<file path="src/rtl/md5_search.sv">
// Brute-force MD5 searcher over an inclusive range of 8-digit BCD candidates.
// Each candidate is hashed by an iterative core doing one MD5 step per cycle.
module md5_search (
   input  logic         clk,
   input  logic         reset,
   input  logic         start,
   input  logic [31:0]  low,
   input  logic [31:0]  high,
   input  logic [127:0] hash,
   output logic         done,
   output logic         found,
   output logic [31:0]  pass
);

   typedef enum logic [2:0] {S_IDLE, S_LOAD, S_ROUND, S_CHECK, S_DONE} state_t;

   localparam logic [31:0] IV_A = 32'h67452301;
   localparam logic [31:0] IV_B = 32'hefcdab89;
   localparam logic [31:0] IV_C = 32'h98badcfe;
   localparam logic [31:0] IV_D = 32'h10325476;

   state_t        state, state_nx;
   logic [31:0]   cand, high_q, m0, m1;
   logic [127:0]  hash_q;
   logic [31:0]   a, b, c, d;
   logic [5:0]    rnd;

   logic [31:0]   fv, kv, mv, tmp, rot, cand_inc;
   logic [3:0]    gi, r4;
   logic [4:0]    sft;
   logic [127:0]  digest;
   logic          match;

   function automatic logic [31:0] bswap(input logic [31:0] w);
      return {w[7:0], w[15:8], w[23:16], w[31:24]};
   endfunction

   function automatic logic [31:0] bcd_inc(input logic [31:0] v);
      logic [31:0] r;
      logic        cy;
      r  = v;
      cy = 1'b1;
      for (int i = 0; i < 8; i++) begin
         if (cy) begin
            if (r[4*i +: 4] >= 4'd9) r[4*i +: 4] = 4'd0;
            else begin
               r[4*i +: 4] = r[4*i +: 4] + 4'd1;
               cy = 1'b0;
            end
         end
      end
      return r;
   endfunction

   // Round function and message schedule for the current step
   always_comb begin
      r4 = rnd[3:0];
      fv = '0;
      gi = '0;
      case (rnd[5:4])
         2'd0: begin fv = (b & c) | (~b & d); gi = r4; end
         2'd1: begin fv = (d & b) | (~d & c); gi = r4 * 4'd5 + 4'd1; end
         2'd2: begin fv = b ^ c ^ d;          gi = r4 * 4'd3 + 4'd5; end
         default: begin fv = c ^ (b | ~d);    gi = r4 * 4'd7; end
      endcase
      case (gi)
         4'd0:    mv = m0;
         4'd1:    mv = m1;
         4'd2:    mv = 32'h00000080;
         4'd14:   mv = 32'h00000040;
         default: mv = 32'h00000000;
      endcase
   end

   always_comb begin
      case ({rnd[5:4], rnd[1:0]})
         4'h0: sft = 5'd7;  4'h1: sft = 5'd12; 4'h2: sft = 5'd17; 4'h3: sft = 5'd22;
         4'h4: sft = 5'd5;  4'h5: sft = 5'd9;  4'h6: sft = 5'd14; 4'h7: sft = 5'd20;
         4'h8: sft = 5'd4;  4'h9: sft = 5'd11; 4'hA: sft = 5'd16; 4'hB: sft = 5'd23;
         4'hC: sft = 5'd6;  4'hD: sft = 5'd10; 4'hE: sft = 5'd15; default: sft = 5'd21;
      endcase
   end

   always_comb begin
      case (rnd)
         6'd0:  kv = 32'hd76aa478; 6'd1:  kv = 32'he8c7b756; 6'd2:  kv = 32'h242070db; 6'd3:  kv = 32'hc1bdceee;
         6'd4:  kv = 32'hf57c0faf; 6'd5:  kv = 32'h4787c62a; 6'd6:  kv = 32'ha8304613; 6'd7:  kv = 32'hfd469501;
         6'd8:  kv = 32'h698098d8; 6'd9:  kv = 32'h8b44f7af; 6'd10: kv = 32'hffff5bb1; 6'd11: kv = 32'h895cd7be;
         6'd12: kv = 32'h6b901122; 6'd13: kv = 32'hfd987193; 6'd14: kv = 32'ha679438e; 6'd15: kv = 32'h49b40821;
         6'd16: kv = 32'hf61e2562; 6'd17: kv = 32'hc040b340; 6'd18: kv = 32'h265e5a51; 6'd19: kv = 32'he9b6c7aa;
         6'd20: kv = 32'hd62f105d; 6'd21: kv = 32'h02441453; 6'd22: kv = 32'hd8a1e681; 6'd23: kv = 32'he7d3fbc8;
         6'd24: kv = 32'h21e1cde6; 6'd25: kv = 32'hc33707d6; 6'd26: kv = 32'hf4d50d87; 6'd27: kv = 32'h455a14ed;
         6'd28: kv = 32'ha9e3e905; 6'd29: kv = 32'hfcefa3f8; 6'd30: kv = 32'h676f02d9; 6'd31: kv = 32'h8d2a4c8a;
         6'd32: kv = 32'hfffa3942; 6'd33: kv = 32'h8771f681; 6'd34: kv = 32'h6d9d6122; 6'd35: kv = 32'hfde5380c;
         6'd36: kv = 32'ha4beea44; 6'd37: kv = 32'h4bdecfa9; 6'd38: kv = 32'hf6bb4b60; 6'd39: kv = 32'hbebfbc70;
         6'd40: kv = 32'h289b7ec6; 6'd41: kv = 32'heaa127fa; 6'd42: kv = 32'hd4ef3085; 6'd43: kv = 32'h04881d05;
         6'd44: kv = 32'hd9d4d039; 6'd45: kv = 32'he6db99e5; 6'd46: kv = 32'h1fa27cf8; 6'd47: kv = 32'hc4ac5665;
         6'd48: kv = 32'hf4292244; 6'd49: kv = 32'h432aff97; 6'd50: kv = 32'hab9423a7; 6'd51: kv = 32'hfc93a039;
         6'd52: kv = 32'h655b59c3; 6'd53: kv = 32'h8f0ccc92; 6'd54: kv = 32'hffeff47d; 6'd55: kv = 32'h85845dd1;
         6'd56: kv = 32'h6fa87e4f; 6'd57: kv = 32'hfe2ce6e0; 6'd58: kv = 32'ha3014314; 6'd59: kv = 32'h4e0811a1;
         6'd60: kv = 32'hf7537e82; 6'd61: kv = 32'hbd3af235; 6'd62: kv = 32'h2ad7d2bb; default: kv = 32'heb86d391;
      endcase
   end

   // sft is never zero, so the right shift never reaches 32
   always_comb begin
      tmp      = a + fv + kv + mv;
      rot      = (tmp << sft) | (tmp >> (6'd32 - {1'b0, sft}));
      digest   = {bswap(a + IV_A), bswap(b + IV_B), bswap(c + IV_C), bswap(d + IV_D)};
      match    = (digest == hash_q);
      cand_inc = bcd_inc(cand);
   end

   always_comb begin
      state_nx = state;
      case (state)
         S_IDLE:  if (start) state_nx = (low > high) ? S_DONE : S_LOAD;
         S_LOAD:  state_nx = S_ROUND;
         S_ROUND: if (rnd == 6'd63) state_nx = S_CHECK;
         S_CHECK: state_nx = (match || cand == high_q) ? S_DONE : S_LOAD;
         S_DONE:  if (!start) state_nx = S_IDLE;
         default: state_nx = S_IDLE;
      endcase
   end

   always_ff @(posedge clk) begin
      if (reset) begin
         state  <= S_IDLE;
         cand   <= '0;
         high_q <= '0;
         hash_q <= '0;
         m0     <= '0;
         m1     <= '0;
         a      <= '0;
         b      <= '0;
         c      <= '0;
         d      <= '0;
         rnd    <= '0;
         done   <= 1'b0;
         found  <= 1'b0;
         pass   <= '0;
      end else begin
         state <= state_nx;
         case (state)
            S_IDLE: if (start) begin
               cand   <= low;
               high_q <= high;
               hash_q <= hash;
               if (low > high) begin
                  done  <= 1'b1;
                  found <= 1'b0;
                  pass  <= high;
               end
            end
            S_LOAD: begin
               a   <= IV_A;
               b   <= IV_B;
               c   <= IV_C;
               d   <= IV_D;
               // ASCII digits, most significant digit in the lowest byte
               m0  <= {4'h3, cand[19:16], 4'h3, cand[23:20], 4'h3, cand[27:24], 4'h3, cand[31:28]};
               m1  <= {4'h3, cand[3:0],   4'h3, cand[7:4],   4'h3, cand[11:8],  4'h3, cand[15:12]};
               rnd <= '0;
            end
            S_ROUND: begin
               a   <= d;
               b   <= b + rot;
               c   <= b;
               d   <= c;
               rnd <= rnd + 6'd1;
            end
            S_CHECK: begin
               if (match) begin
                  done  <= 1'b1;
                  found <= 1'b1;
                  pass  <= cand;
               end else if (cand == high_q) begin
                  done  <= 1'b1;
                  found <= 1'b0;
                  pass  <= high_q;
               end else begin
                  cand <= cand_inc;
               end
            end
            S_DONE: if (!start) begin
               done  <= 1'b0;
               found <= 1'b0;
            end
            default: ;
         endcase
      end
   end

endmodule
</file>
<file path="config.mk">
export PLATFORM = sky130hd
export DESIGN_NAME = md5_search
export DESIGN_NICKNAME = d
export VERILOG_FILES = /design/src/rtl/md5_search.sv
export SDC_FILE = /design/constraint.sdc
export NUM_CORES = 2
export LEC_CHECK = 0
export ABC_AREA = 1
export ABC_CLOCK_PERIOD_IN_PS = 10300
export CAP_MARGIN = 30
export CORE_ASPECT_RATIO = 0.7
export CORE_UTILIZATION = 30
export DETAILED_ROUTE_END_ITERATION = 7
export PLACE_DENSITY_LB_ADDON = 0.2
export SLEW_MARGIN = 20
export SYNTH_ARGS = -nofsm -noshare
export SYNTH_HDL_FRONTEND = slang
export SYNTH_SLANG_ARGS = --single-unit
</file>
<file path="constraint.sdc">
create_clock -name clk -period 10.3 [get_ports clk]
set_clock_uncertainty 0.05 [all_clocks]
set_input_delay 2.06 -clock clk [delete_from_list [all_inputs] [get_ports clk]]
set_output_delay 2.06 -clock clk [all_outputs]
set_load 0.05 [all_outputs]
</file>
==> out/results.ini <==
[run_status]
status = finished clean

[synthesis]
synth_edf_count = 0
yosysTopAreaCellShare_pct = 22.6
synth_top_family_by_area = simple AND/OR/NAND/NOR gates
muxShareOfSynthArea_pct = 0.0784
yosys.area_share.adder_pct = 8.17
synth-compound-area-share_pct = 19.4
syn_area_mm2 = 0.0383
synth_sequential_area_ratio_pct = 22.6
yosys_warnings = 0
yosys_most_used_dff = dfxtp_1
ys_types = 66
yosys.area_share.simple_pct = 34.1
synthCells = 6426
ys_top_cells_by_area = dfxtp_1 (23%), nand2_1 (16%), o21ai_0 (7.6%), nor2_1 (7.4%), inv_1 (7.3%)
ys_async_sr_fraction_pct = 0
synth_nets = 6835
synth_xor_area_share_pct = 4.34
synth_top_area_cell = dfxtp_1
ys_ff_latch = 433
avgSynthCellArea_um2 = 5.96

[timing]
period_share_pct = 88.2
slew_viol_final = 0
hold_slack_ps = 411
period_minus_slack_ps = 9080
grt_setup_unrepaired = no
worst_pin_slew_ps = 1280
timing.setup.tns_ps = 0
finalHoldViolations = 0
relSlewSlack_pct = 14.7
fmax_mhz = 110
setup_viol = 0

[global_route]
grt_use_met1_pct = 43.5
globalRouteTotalUtil_pct = 27.7
antenna_found_initial = 5
grt_max_degree = 105
grt_overflow_total = 0
grt_pass1_wl_um = 270000
grt.met2_usage_pct = 36.7
globalRouteMet3Util_pct = 6.91
grt_pass1_vias = 40066
top_usage_layer = met1

[final_layout]
drive_gt1_share_pct = 4.59
final_util_pct = 34.8
final_cells = 8197
nFillCells = 14048
syn2layout_area_growth_pct = 15.0
layout.nets = 6895

[cts]
cts_buffers = 53
cts_resized = 0
clkSinkCount = 433
cts_setup_buffers = 0
clock_path_buffers = 3
postCtsHoldBufs = 0
cts_root_buf = clkbuf_16
cts_tree = built
clk_pin_slew_ps = 70
insertion_delay_ps = 680
htreeDepth = 2

[drt]
vias = 44368
postRouteAntennaNets = 0
wl_per_cell_um = 22.7
via_per_inst = 5.41
dr.first_iter.drc_count = 5246
drc_errors = 0
routed_wirelength_um = 186000
dr.pass1.iters = 8

[power_and_ir_drop]
p_per_area_mw_per_mm2 = 320
peakVddDrop_mv = 0.156
leakagePower_nw = 20.0
p_total_w = 0.0141

[worst_hold_path]
worstHoldPathCells = 2
hold_path.class = reg -> reg
hold_path_startpoint = m1[25]$_SDFFE_PP0P_
hold_path_end = m1[25]$_SDFFE_PP0P_

[worst_setup_path]
critPathLaunchType = flop
cp_slowest_cell = fa_1
cp_max_fo = 16
r2r_start = rnd[2]$_SDFFE_PP0N_
crit_arrival_ps = 9540
max_stage_delay_ps = 480
rr_worst_depth = 40
critical_path_class = reg -> reg
r2r_setup_slack_ps = 1220
critPathCaptureType = flop
cp.required_ps = 10760
r2r-end = b[27]$_SDFFE_PP0N_

[die]
num_rows = 109
io_pins = 229
core_area_mm2 = 0.126
dieWidth_um = 429
die_area_mm2 = 0.129
initial_core_util_pct = 30.3
die_h_um = 301

[run]
cap_violations = 0

[place]
io_buffers = 228
dp_hpwl_um = 146000
gp_congestion = 1.02
placedCellCount = 8091

-- layer usage --
layer,vias up,part of all wire [%]
met2,2183,37
met3,189,11
met4,2,2.0
li1,21133,-
met1,20861,49
met5,-,0.0070
-- worst max-delay path, delay by kind of cell (launching register included) --
kind	cells	cell delay, ps
AND/OR/NAND/NOR	12	1690
flip-flops	1	440
AO/OA/AOI/OAI	15	4070
buffers and inverters	6	570
adder cells (fa/ha/maj)	5	1820
XOR/XNOR	2	300
-- cells in the mapped netlist (46+ instances only) --
master    instances
nand2_1        1678
nor2_1          758
inv_1           745
o21ai_0         584
nand3_1         497
dfxtp_1         433
a21oi_1         428
clkbuf_1        206
ha_1            154
xor2_1          116
nand4_1          85
xnor2_1          71
buf_2            63
fa_1             60
o221ai_1         54
inv_2            48
a221oi_1         46
-- layout by cell type, fill, tap and decap left out, types with 11 or more instances in the layout --
cell type	n
buf_4	79
a21oi_1	427
or2_2	24
clkinv_2	15
fa_1	60
o21ai_0	583
nor3_1	33
xor2_1	116
inv_1	744
o211ai_1	39
a31oi_1	25
nor2_2	16
clkdlybuf4s50_1	227
clkbuf_16	53
nand3_1	496
nand3b_1	21
dfxtp_1	433
ha_1	154
nand2_1	1676
xnor2_1	71
nand4_1	85
a221oi_1	46
o21bai_1	11
nor2_1	755
o21ai_1	15
nor4_1	16
inv_2	48
o221ai_1	54
o22ai_1	43
-- power breakdown --
group | total (W) | internal [W] | switching (W)
clock | 0.00211 | 0.00123 | 0.000881
sequential | 0.00282 | 0.00212 | 0.000704
combinational | 0.00917 | 0.00277 | 0.00639
-- cells by family after synthesis --
group | count (synthesis)
adder cells (fa/ha/maj) | 214
flip-flops | 433
AND/OR/NAND/NOR | 3158
buffers and inverters | 1112
AO/OA/AOI/OAI | 1318
multiplexers | 3
XOR/XNOR | 188
-- stage by stage --
step | instance area (um2) | worst slack, ps
2_1_floorplan | 38300 | 2380
3_3_place_gp | 42000 | 1650
3_5_place_dp | 42000 | 1500
4_1_cts | 43900 | 1440
5_1_grt | 44000 | 549
6_report | 44000 | 1220
-- state kept, by name, summed over array words and instances (netlist names), 16 cells and up --
| register | cells |
|---|---|
| cand | 32 |
| d | 32 |
| kv | 32 |
| m0 | 16 |
| hash_q | 128 |
| pass | 32 |
| m1 | 17 |
| b | 32 |
| c | 32 |
| a | 32 |
| high_q | 32 |
-- final cells by class --
type | count | area [um2] | share of cell area, %
diodes | 2 | 5.00 | 0.0114
clock inverters | 33 | 464 | 1.05
well taps | 1665 | 2080 | 4.73
repair buffers | 314 | 2960 | 6.72
multi-input cells | 4881 | 25300 | 57.6
clock buffers | 66 | 1450 | 3.28
inverters | 803 | 3030 | 6.88
flip-flops and latches | 433 | 8670 | 19.7
-- how the worst max path moves through the flow --
stage / start / endpoint / slack (ps) / cells past startpoint
2_1_floorplan: rnd[0]$_SDFFE_PP0N_ / b[27]$_SDFFE_PP0N_ / 2380 / 42
5_1_grt: rnd[0]$_SDFFE_PP0N_ / b[27]$_SDFFE_PP0N_ / 550 / 42
3_3_place_gp: rnd[0]$_SDFFE_PP0N_ / b[27]$_SDFFE_PP0N_ / 1650 / 42
3_5_place_dp: rnd[0]$_SDFFE_PP0N_ / b[27]$_SDFFE_PP0N_ / 1500 / 42
6_report: rnd[2]$_SDFFE_PP0N_ / b[27]$_SDFFE_PP0N_ / 1220 / 40
4_1_cts: rnd[0]$_SDFFE_PP0N_ / b[27]$_SDFFE_PP0N_ / 1440 / 42
(Power assumes the default switching activity.)
